$ cat config.mk
export PLATFORM = sky130hd
export DESIGN_NAME = core_stall_ctrl
export DESIGN_NICKNAME = d
export VERILOG_FILES = /design/src/rtl/core_stall_ctrl_pkg.sv /design/src/rtl/core_prio_enc.sv /design/src/rtl/core_stall_ctrl.sv
export SDC_FILE = /design/constraint.sdc
export NUM_CORES = 1
export LEC_CHECK = 0
export ABC_AREA = 1
export BUFFER_PORTS_ARGS = -buffer_cell sky130_fd_sc_hd__buf_2
export CAP_MARGIN = 15
export CELL_PAD_IN_SITES_DETAIL_PLACEMENT = 1
export CELL_PAD_IN_SITES_GLOBAL_PLACEMENT = 1
export CORE_ASPECT_RATIO = 1.5
export CORE_MARGIN = 10
export CORE_UTILIZATION = 40
export CTS_CLUSTER_DIAMETER = 30
export DETAILED_ROUTE_END_ITERATION = 8
export PLACE_DENSITY_LB_ADDON = 0.1
export SLEW_MARGIN = 20
export SYNTH_ARGS = -nofsm -noshare
export SYNTH_HDL_FRONTEND = slang
export SYNTH_SLANG_ARGS = --single-unit
$ cat constraint.sdc
create_clock -name clk -period 3.1 [get_ports clk]
set_clock_uncertainty 0.2 [all_clocks]
set_input_delay 0.465 -clock clk [delete_from_list [all_inputs] [get_ports clk]]
set_output_delay 0.465 -clock clk [all_outputs]
set_load 0.01 [all_outputs]
$ cat src/rtl/core_stall_ctrl_pkg.sv
// Shared definitions for the fetch stall controller: FSM state encoding and
// default timing constants.
package core_stall_ctrl_pkg;

  typedef enum logic [1:0] {
    ST_IDLE  = 2'd0,
    ST_WAIT  = 2'd1,
    ST_FLUSH = 2'd2
  } stall_state_t;

  localparam int FLUSH_CYCLES_DEF = 2;
  localparam int TIMEOUT_DEF      = 255;

  function automatic int idx_w(input int n);
    return (n > 1) ? $clog2(n) : 1;
  endfunction

endpackage

$ cat src/rtl/core_prio_enc.sv
// Fixed-priority encoder: index of the lowest set bit plus an any-set flag.
module core_prio_enc #(
  parameter int N  = 2,
  parameter int IW = 1
) (
  input  logic [N-1:0]  vec,
  output logic [IW-1:0] idx,
  output logic          any
);

  always_comb begin
    idx = '0;
    any = 1'b0;
    for (int i = N - 1; i >= 0; i--) begin
      if (vec[i]) begin
        idx = IW'(i);
        any = 1'b1;
      end
    end
  end

endmodule

$ cat src/rtl/core_stall_ctrl.sv
// Fetch stall controller: arbitrates stall sources, freezes fetch until the
// served source completes, optionally flushes the front end, and times out.
//
//   state    | meaning
//   ---------+-----------------------------------------------------------
//   ST_IDLE  | no source served; stall combinationally on a pending request
//   ST_WAIT  | waiting for done of active_src; other sources ignored
//   ST_FLUSH | front-end flush window, FLUSH_CYCLES long, requests not sampled
module core_stall_ctrl
  import core_stall_ctrl_pkg::*;
#(
  parameter int                  NUM_SRC      = 2,
  parameter logic [NUM_SRC-1:0]  FLUSH_MASK   = NUM_SRC'(1),
  parameter int                  FLUSH_CYCLES = FLUSH_CYCLES_DEF,
  parameter int                  TIMEOUT      = TIMEOUT_DEF,
  parameter int                  STAT_W       = 32,
  localparam int                 SRC_W        = idx_w(NUM_SRC)
) (
  input  logic               clk,
  input  logic               rst,
  input  logic [NUM_SRC-1:0] req,
  input  logic [NUM_SRC-1:0] done,
  input  logic               err_clr,
  output logic               fetch_stall,
  output logic               flush,
  output logic [SRC_W-1:0]   active_src,
  output logic               timeout_err,
  output logic [STAT_W-1:0]  stall_cnt
);

  localparam int WCNT_W = $clog2(TIMEOUT + 1);
  localparam int FCNT_W = $clog2(FLUSH_CYCLES + 1);
  // The IDLE entry cycle already stalls, so the WAIT budget ends one count early.
  localparam logic [WCNT_W-1:0] EXPIRE_AT = (TIMEOUT >= 2) ? WCNT_W'(TIMEOUT - 2) : '0;

  stall_state_t       state, state_nxt;
  logic [SRC_W-1:0]   sel;
  logic               sel_any;
  logic [WCNT_W-1:0]  wait_cnt;
  logic [FCNT_W-1:0]  flush_cnt;
  logic               ld_active;
  logic               wait_inc;
  logic               tmo;

  core_prio_enc #(
    .N  (NUM_SRC),
    .IW (SRC_W)
  ) u_prio (
    .vec (req),
    .idx (sel),
    .any (sel_any)
  );

  always_comb begin
    state_nxt   = state;
    fetch_stall = 1'b0;
    ld_active   = 1'b0;
    wait_inc    = 1'b0;
    tmo         = 1'b0;
    case (state)
      ST_IDLE: begin
        if (sel_any) begin
          if (done[sel]) begin
            if (FLUSH_MASK[sel]) state_nxt = ST_FLUSH;
          end else begin
            fetch_stall = 1'b1;
            ld_active   = 1'b1;
            state_nxt   = ST_WAIT;
          end
        end
      end
      ST_WAIT: begin
        if (done[active_src]) begin
          state_nxt = FLUSH_MASK[active_src] ? ST_FLUSH : ST_IDLE;
        end else if (!req[active_src]) begin
          state_nxt = ST_IDLE;
        end else begin
          fetch_stall = 1'b1;
          if (wait_cnt >= EXPIRE_AT) begin
            tmo       = 1'b1;
            state_nxt = ST_IDLE;
          end else begin
            wait_inc = 1'b1;
          end
        end
      end
      ST_FLUSH: begin
        fetch_stall = 1'b1;
        if (flush_cnt == '0) state_nxt = ST_IDLE;
      end
      default: state_nxt = ST_IDLE;
    endcase
  end

  always_ff @(posedge clk or posedge rst) begin
    if (rst) begin
      state       <= ST_IDLE;
      flush       <= 1'b0;
      active_src  <= '0;
      wait_cnt    <= '0;
      flush_cnt   <= '0;
      timeout_err <= 1'b0;
      stall_cnt   <= '0;
    end else begin
      state <= state_nxt;
      flush <= (state_nxt == ST_FLUSH);

      if (ld_active) begin
        active_src <= sel;
        wait_cnt   <= '0;
      end else if (wait_inc) begin
        wait_cnt <= wait_cnt + WCNT_W'(1);
      end

      if (state != ST_FLUSH && state_nxt == ST_FLUSH)
        flush_cnt <= FCNT_W'(FLUSH_CYCLES - 1);
      else if (state == ST_FLUSH && flush_cnt != '0)
        flush_cnt <= flush_cnt - FCNT_W'(1);

      if (tmo)
        timeout_err <= 1'b1;
      else if (err_clr)
        timeout_err <= 1'b0;

      stall_cnt <= stall_cnt + STAT_W'(fetch_stall);
    end
  end

endmodule

# ---- Word level (Yosys, flattened, before mapping)
# Index checks and enable logic that the tools add are counted.
dict set report totals {
  ff_bits 47
  inputBits 7
  word_cells 67
}
dict set report op_classes {
  magnitude_cmp 3
  reduce_logical 8
  mux 42
  n_eq_ne 4
  add_sub_neg 3
}
# cell count
set op_table {}
lappend op_table {{$add 32x1->32} 1}
lappend op_table {{$mux 1} 28}
lappend op_table {{$mux 2} 10}
lappend op_table {{$mux 8} 2}
lappend op_table {{$add 8x1->8 const B} 1}
lappend op_table {{$ge 8x8->1 const B} 1}
lappend op_table {{$reduce_bool 2->1} 4}
lappend op_table {{$pmux 2 s3} 1}
lappend op_table {{$eq 2x2->1 const B} 2}
lappend op_table {{$logic_not 2->1} 2}
lappend op_table {{$lt 1x2->1 const B} 2}
lappend op_table {{$pmux 1 s3} 1}
lappend op_table {{$eq 2x1->1 const B} 1}
lappend op_table {{$logic_and 1x1->1} 2}
lappend op_table {{$ne 2x2->1 const B} 1}
lappend op_table {{$sub 2x1->2 const B} 1}

# ---- Depth between registers and ports, before layout
dict set report depth {
  word_depth 11
  depth_mapped 15
  ltp_nobuf 15
}

# ---- Cells and area by module
# A second synthesis with hierarchy kept.
dict set report unflattened {
  cells_unflattened 361
  area_unflattened_um2 2760.1
}
# module instances area_per_inst_um2 cells_per_inst
set by_module_without_submodules {}
lappend by_module_without_submodules {core_stall_ctrl 1 2745.1 357}
lappend by_module_without_submodules {core_prio_enc 1 15.0 4}

# ---- Least setup slack after synthesis
# No wires, ideal clock.
dict set report synth_timing {
  kind {in2reg}
  start {input port done[1]}
  end {register stall_cnt[28]}
  arrival_time_ps 2223
  setup_time_ps 117
  path_buffers 1
  path_stages 15
  path_slack_ps 561
  path_cell_list {inv_1 > nand2_1 > a21oi_4 > inv_2 > buf_6 > nand3_1 > ha_1 > ha_1 > inv_2 > nor2_8 > inv_2 > nor2_4 > nand2_1 > nand2_1 > nand2_1}
}
dict set report synth_between {
  elab_chain_len 6
  word_cells_on_any_way 9
}
# element line_no
set synth_rtl {}
lappend synth_rtl {{from (decl)} core_stall_ctrl.sv:22} ;# input logic [NUM_SRC-1:0] done,
lappend synth_rtl {{$mux 1 (not written as such) (2 in series)} core_stall_ctrl.sv:63} ;# if (done[sel]) begin
lappend synth_rtl {{$mux 1} core_stall_ctrl.sv:63}
lappend synth_rtl {{$mux 1} core_stall_ctrl.sv:62} ;# if (sel_any) begin
lappend synth_rtl {{$pmux 1 s3 *} core_stall_ctrl.sv:60} ;# case (state)
lappend synth_rtl {{via fetch_stall} core_stall_ctrl.sv:24} ;# output logic fetch_stall,
lappend synth_rtl {{$add 32x1->32 *} core_stall_ctrl.sv:125} ;# stall_cnt <= stall_cnt + STAT_W'(fetch_stall);
lappend synth_rtl {{to (signal assigned)} core_stall_ctrl.sv:125}
lappend synth_rtl {{to (decl)} core_stall_ctrl.sv:28} ;# output logic [STAT_W-1:0] stall_cnt
# The timed path passes the listed nets; every way through them passes the cells marked *. The select of a mux whose other input is x is not followed.
# A chain may end at the register's enable or synchronous reset.

# ---- Worst setup path after layout
dict set report layout_timing {
  start {register state[0]}
  end {register stall_cnt[28]}
}
dict set report layout_between {
  elab_chain_len 3
  word_cells_on_any_way 5
}
# element line_no
set layout_rtl {}
lappend layout_rtl {{from (decl)} core_stall_ctrl.sv:36} ;# stall_state_t state, state_nxt;
lappend layout_rtl {{from (signal assigned)} core_stall_ctrl.sv:105} ;# state <= state_nxt;
lappend layout_rtl {{$eq 2x2->1 (tied with other cells)} core_stall_ctrl.sv:60}
lappend layout_rtl {{$pmux 1 s3 *} core_stall_ctrl.sv:60}
lappend layout_rtl {{$add 32x1->32 *} core_stall_ctrl.sv:125}
# Mark *: on every way between the ends. The rest lies on a longest branch, timed or not.

==> parameters.txt <==
Parameter                              Value

Outcome
  Result of the run ... completed

Logic synthesis
  Register area share after synthesis ... 0.424
  Syn Nets ... ~370
  Number of flip-flops and latches in the synthesized netlist ... 47
  Synthesized netlist cell count ... 356
  Library cells used by synthesis ... 25
  Combined area of all synthesized cells ... 2780 sq um
  Yosys warns ... 0
  Avg Cell Area, Syn ... just under 8 sq um

STA
  Setup Total Neg Slack ... 0 ns
  Number of endpoints failing setup at the final stage ... 0
  Setup repair after global routing missed its margin ... false
  Fin Hold WS ... between 0.09 and 0.1 ns
  Max frequency ... approximately 380 MHz
  Number of max-slew violations in the final report ... 0
  Transition at the pin with the smallest max-transition slack ... around 0.85 ns
  Time the final worst path needs with I/O delays and setup ... 2.61 ns
  Max_slew headroom ... 0.431
  Final period util ... 0.843
  Final hold violations ... 0
  PnR worst setup slack ... 0.487 ns

Route
  Per-cell via count in the routed design ... roughly 5.0
  1st-pass router iterations ... 4
  Met3 routed WL ... 366 microns
  Average routed wire per standard cell ... around 16 microns
  Antenna-violating nets left ... 0
  Total routed wirelength ... between 7000 and 8000 microns
  Uppermost signal routing layer after detailed routing ... met4
  Remaining DRCs ... 0
  Metal-1 WL ... ~2800 microns
  Violation count after the first detailed-route iteration ... 62
  Met2 routed wirelength ... roughly 4500 microns
  Detailed-route via count ... 2430

Critical path
  CP top delay family ... simple AND/OR/NAND/NOR gates
  Crit path max fanout ... 14
  Buf+Inv Stages, Crit Path ... 3
  Reg-to-reg setup timing slack ... 0.49 ns
  WP data arrival ... between 2 and 3 ns
  Largest stage delay, worst path ... about 0.42 ns
  Depth of the worst register-to-register path ... 14
  Worst r2r src ... state[0]
  End of the worst register-to-register path ... stall_cnt[28]
  Cell-by-cell listing of the critical path ... nor2_4, nand2_2, a21oi_4, inv_2, nand3_1, ha_1, ha_1, inv_2, nor2_8, inv_2, nor2_4, nand2_1, nand2_1, nand2_1
  Critical path start-end classification ... reg2reg
  Kind of launch point of the worst setup path ... register
  Critical Path End Type ... register
  Critical-path top delay cell ... sky130_fd_sc_hd__dfrtp_1
  Data required time at the worst endpoint ... 3.11 ns

Power
  Leakage ... ~1.6 nW
  Int Power ... roughly 0.0011 W
  Pwr dens ... 568 nW/um^2
  Power share of the clock group ... 0.232
  Net switching share of the total power ... 0.390
  Sequential share of power ... 0.447
  Power share of the combinational group ... 0.320
  PnR Total Power ... roughly 0.0018 W
  VDD IR max ... about 0.00044 V
  Net switching power ... 0.000704 W

Floorplanning
  Vert. Die Dim ... ~120 microns
  Horizontal extent of the die ... 88.0 microns
  I/O Pins ... between 40 and 50
  Initial Utilization ... 0.408
  Core area ... between 6000 and 7000 sq um
  Die area ... approximately 11000 sq um
  Row Count ... 37

Clocking
  Number of hold-repair buffers added at the cts stage ... 0
  H-Tree Depth ... 2
  Number of sinks on the clock net ... 47
  Number of buffers inserted by post-CTS setup repair ... 0
  Worst-path clk slew ... about 0.09 ns
  Clock latency reported for the late side of the worst-skew pair ... 0.31 ns
  Number of buffers on the longest clock path ... 2
  Count of instances resized after the clock tree is built ... 0
  Clock Root Buffer ... sky130_fd_sc_hd__clkbuf_8
  Number of buffers inserted during clock tree synthesis ... 5
  Clock tree from TritonCTS ... built

Finish
  Area delta synth->final ... 14.3%
  Share of layout cells above drive strength 1 ... 0.227
  Final standard cell area without fillers ... 3170 sq um
  Antenna Cells ... 0
  Filler cell count ... 887
  Final Net Count ... between 400 and 500

Place
  Final estimated routing congestion in global placement ... approximately 0.81
  # port buffers ... 42
  Post-placement worst setup slack ... around 0.32 ns
  Post-detailed-placement half-perimeter wirelength ... around 6500 microns
  Post-detailed-placement cell area ... roughly 3000 sq um

GRT
  Largest net degree at the start of global routing ... 48
  Aggregate global-route resource usage ... 0.155
  First-pass GRT wire length ... 13100 microns
  Overall overflow remaining after global route ... 0
  Number of global-route vias before repair ... around 2700
  Antenna violations before repair ... 0

Worst hold path
  Min-delay worst type ... in2async

Job
  Number of max-cap violations ... 0
## layer usage
layer / up-vias / global-route usage
met5: - / 0
met3: 14 / 0.0361
met1: 1171 / 0.145
met2: 43 / 0.307
li1: 1202 / -
met4: 0 / 0.0571
## cell families after synthesis
family / synth area share
and+or+nand+nor: 0.433
DFF: 0.424
buffers and inverters: 0.0419
xor gates and xnor gates: 0.0537
AOI/OAI and AO/OA: 0.0207
adders and majority gates: 0.0271
## flip-flops by register name, summed over array words and instances, names as in the netlist
register	cells
wait_cnt	8
active_src	1
timeout_err	1
state	2
flush	1
stall_cnt	32
flush_cnt	2
## cells in the mapped netlist, drive strengths merged
| library cell | instances | area [sq um] |
|---|---|---|
| dfrtp | 47 | 1180 |
| nor2 | 69 | 370 |
| a21oi | 3 | 30.0 |
| ha | 6 | 75.1 |
| inv | 28 | 105 |
| xnor2 | 4 | 35.0 |
| xor2 | 13 | 114 |
| nor3 | 1 | 5.00 |
| o211ai | 2 | 15.0 |
| and3 | 1 | 6.26 |
| nand3b | 14 | 105 |
| nand3 | 24 | 133 |
| o22ai | 2 | 12.5 |
| nor2b | 1 | 6.26 |
| buf | 1 | 11.3 |
| nand2 | 140 | 576 |
## metrics by stage
stage / util / std cells
6_report: 0.466 / 483
5_1_grt: 0.466 / 483
4_1_cts: 0.466 / 483
3_5_place_dp: 0.451 / 475
3_3_place_gp: 0.451 / 475
2_1_floorplan: - / 356
## cell type report
cell class / count / area, sq um / area share
clock buffers: 8 / 100 / 0.0315
inverters: 28 / 106 / 0.0335
multi-input cells: 280 / 1480 / 0.467
flip-flops and latches: 47 / 1180 / 0.371
well taps: 78 / 97.6 / 0.0308
repair buffers: 42 / 210 / 0.0662
## cells in the final DEF, fill, tap and decap left out
cell type                  netlist  final
sky130_fd_sc_hd__nand2_1       126    126
sky130_fd_sc_hd__nor2_1         50     50
sky130_fd_sc_hd__dfrtp_1        47     47
sky130_fd_sc_hd__buf_2           0     42
sky130_fd_sc_hd__nand3_1        23     23
sky130_fd_sc_hd__inv_1          22     21
sky130_fd_sc_hd__nand3b_1       14     14
sky130_fd_sc_hd__xor2_1         13     13
sky130_fd_sc_hd__nand2_2        11     11
sky130_fd_sc_hd__nor2_4         10     10
sky130_fd_sc_hd__nor2_2          8      8
sky130_fd_sc_hd__clkbuf_8        0      7
sky130_fd_sc_hd__inv_2           6      6
sky130_fd_sc_hd__ha_1            6      6
sky130_fd_sc_hd__xnor2_1         4      4
sky130_fd_sc_hd__nand2_4         3      3
sky130_fd_sc_hd__o211ai_1        2      2
sky130_fd_sc_hd__o22ai_1         2      2
sky130_fd_sc_hd__a21oi_4         1      1
sky130_fd_sc_hd__a21oi_1         1      1
sky130_fd_sc_hd__nand3_4         1      1
sky130_fd_sc_hd__a21oi_2         1      1
sky130_fd_sc_hd__nor2_8          1      1
sky130_fd_sc_hd__and3_1          1      1
sky130_fd_sc_hd__nor2b_1         1      1
sky130_fd_sc_hd__clkinv_2        0      1
sky130_fd_sc_hd__nor3_1          1      1
sky130_fd_sc_hd__clkbuf_1        0      1
## worst max path at each step
stage / startpoint / endpoint / slack (ns) / depth (start not counted)
after floorplan: done[1] / stall_cnt[28] / 0.56 / 15
after global placement: done[0] / stall_cnt[28] / 0.44 / 15
after detailed placement: done[0] / stall_cnt[28] / 0.32 / 15
after CTS: state[0] / stall_cnt[28] / 0.44 / 14
after global routing: active_src / stall_cnt[28] / 0.25 / 14
final: state[0] / stall_cnt[28] / 0.49 / 14
## power by group through the flow
stage               logic (W)  registers [W]  clock network [W]
finish               0.000577       0.000806           0.000419
global route         0.000653       0.000821           0.000457
CTS                  0.000597       0.000809           0.000430
detailed placement   0.000595       0.000820                  0
global placement     0.000577       0.000818                  0
floorplan            0.000398       0.000822                  0
Note: power is estimated with default switching activity, not from simulation.
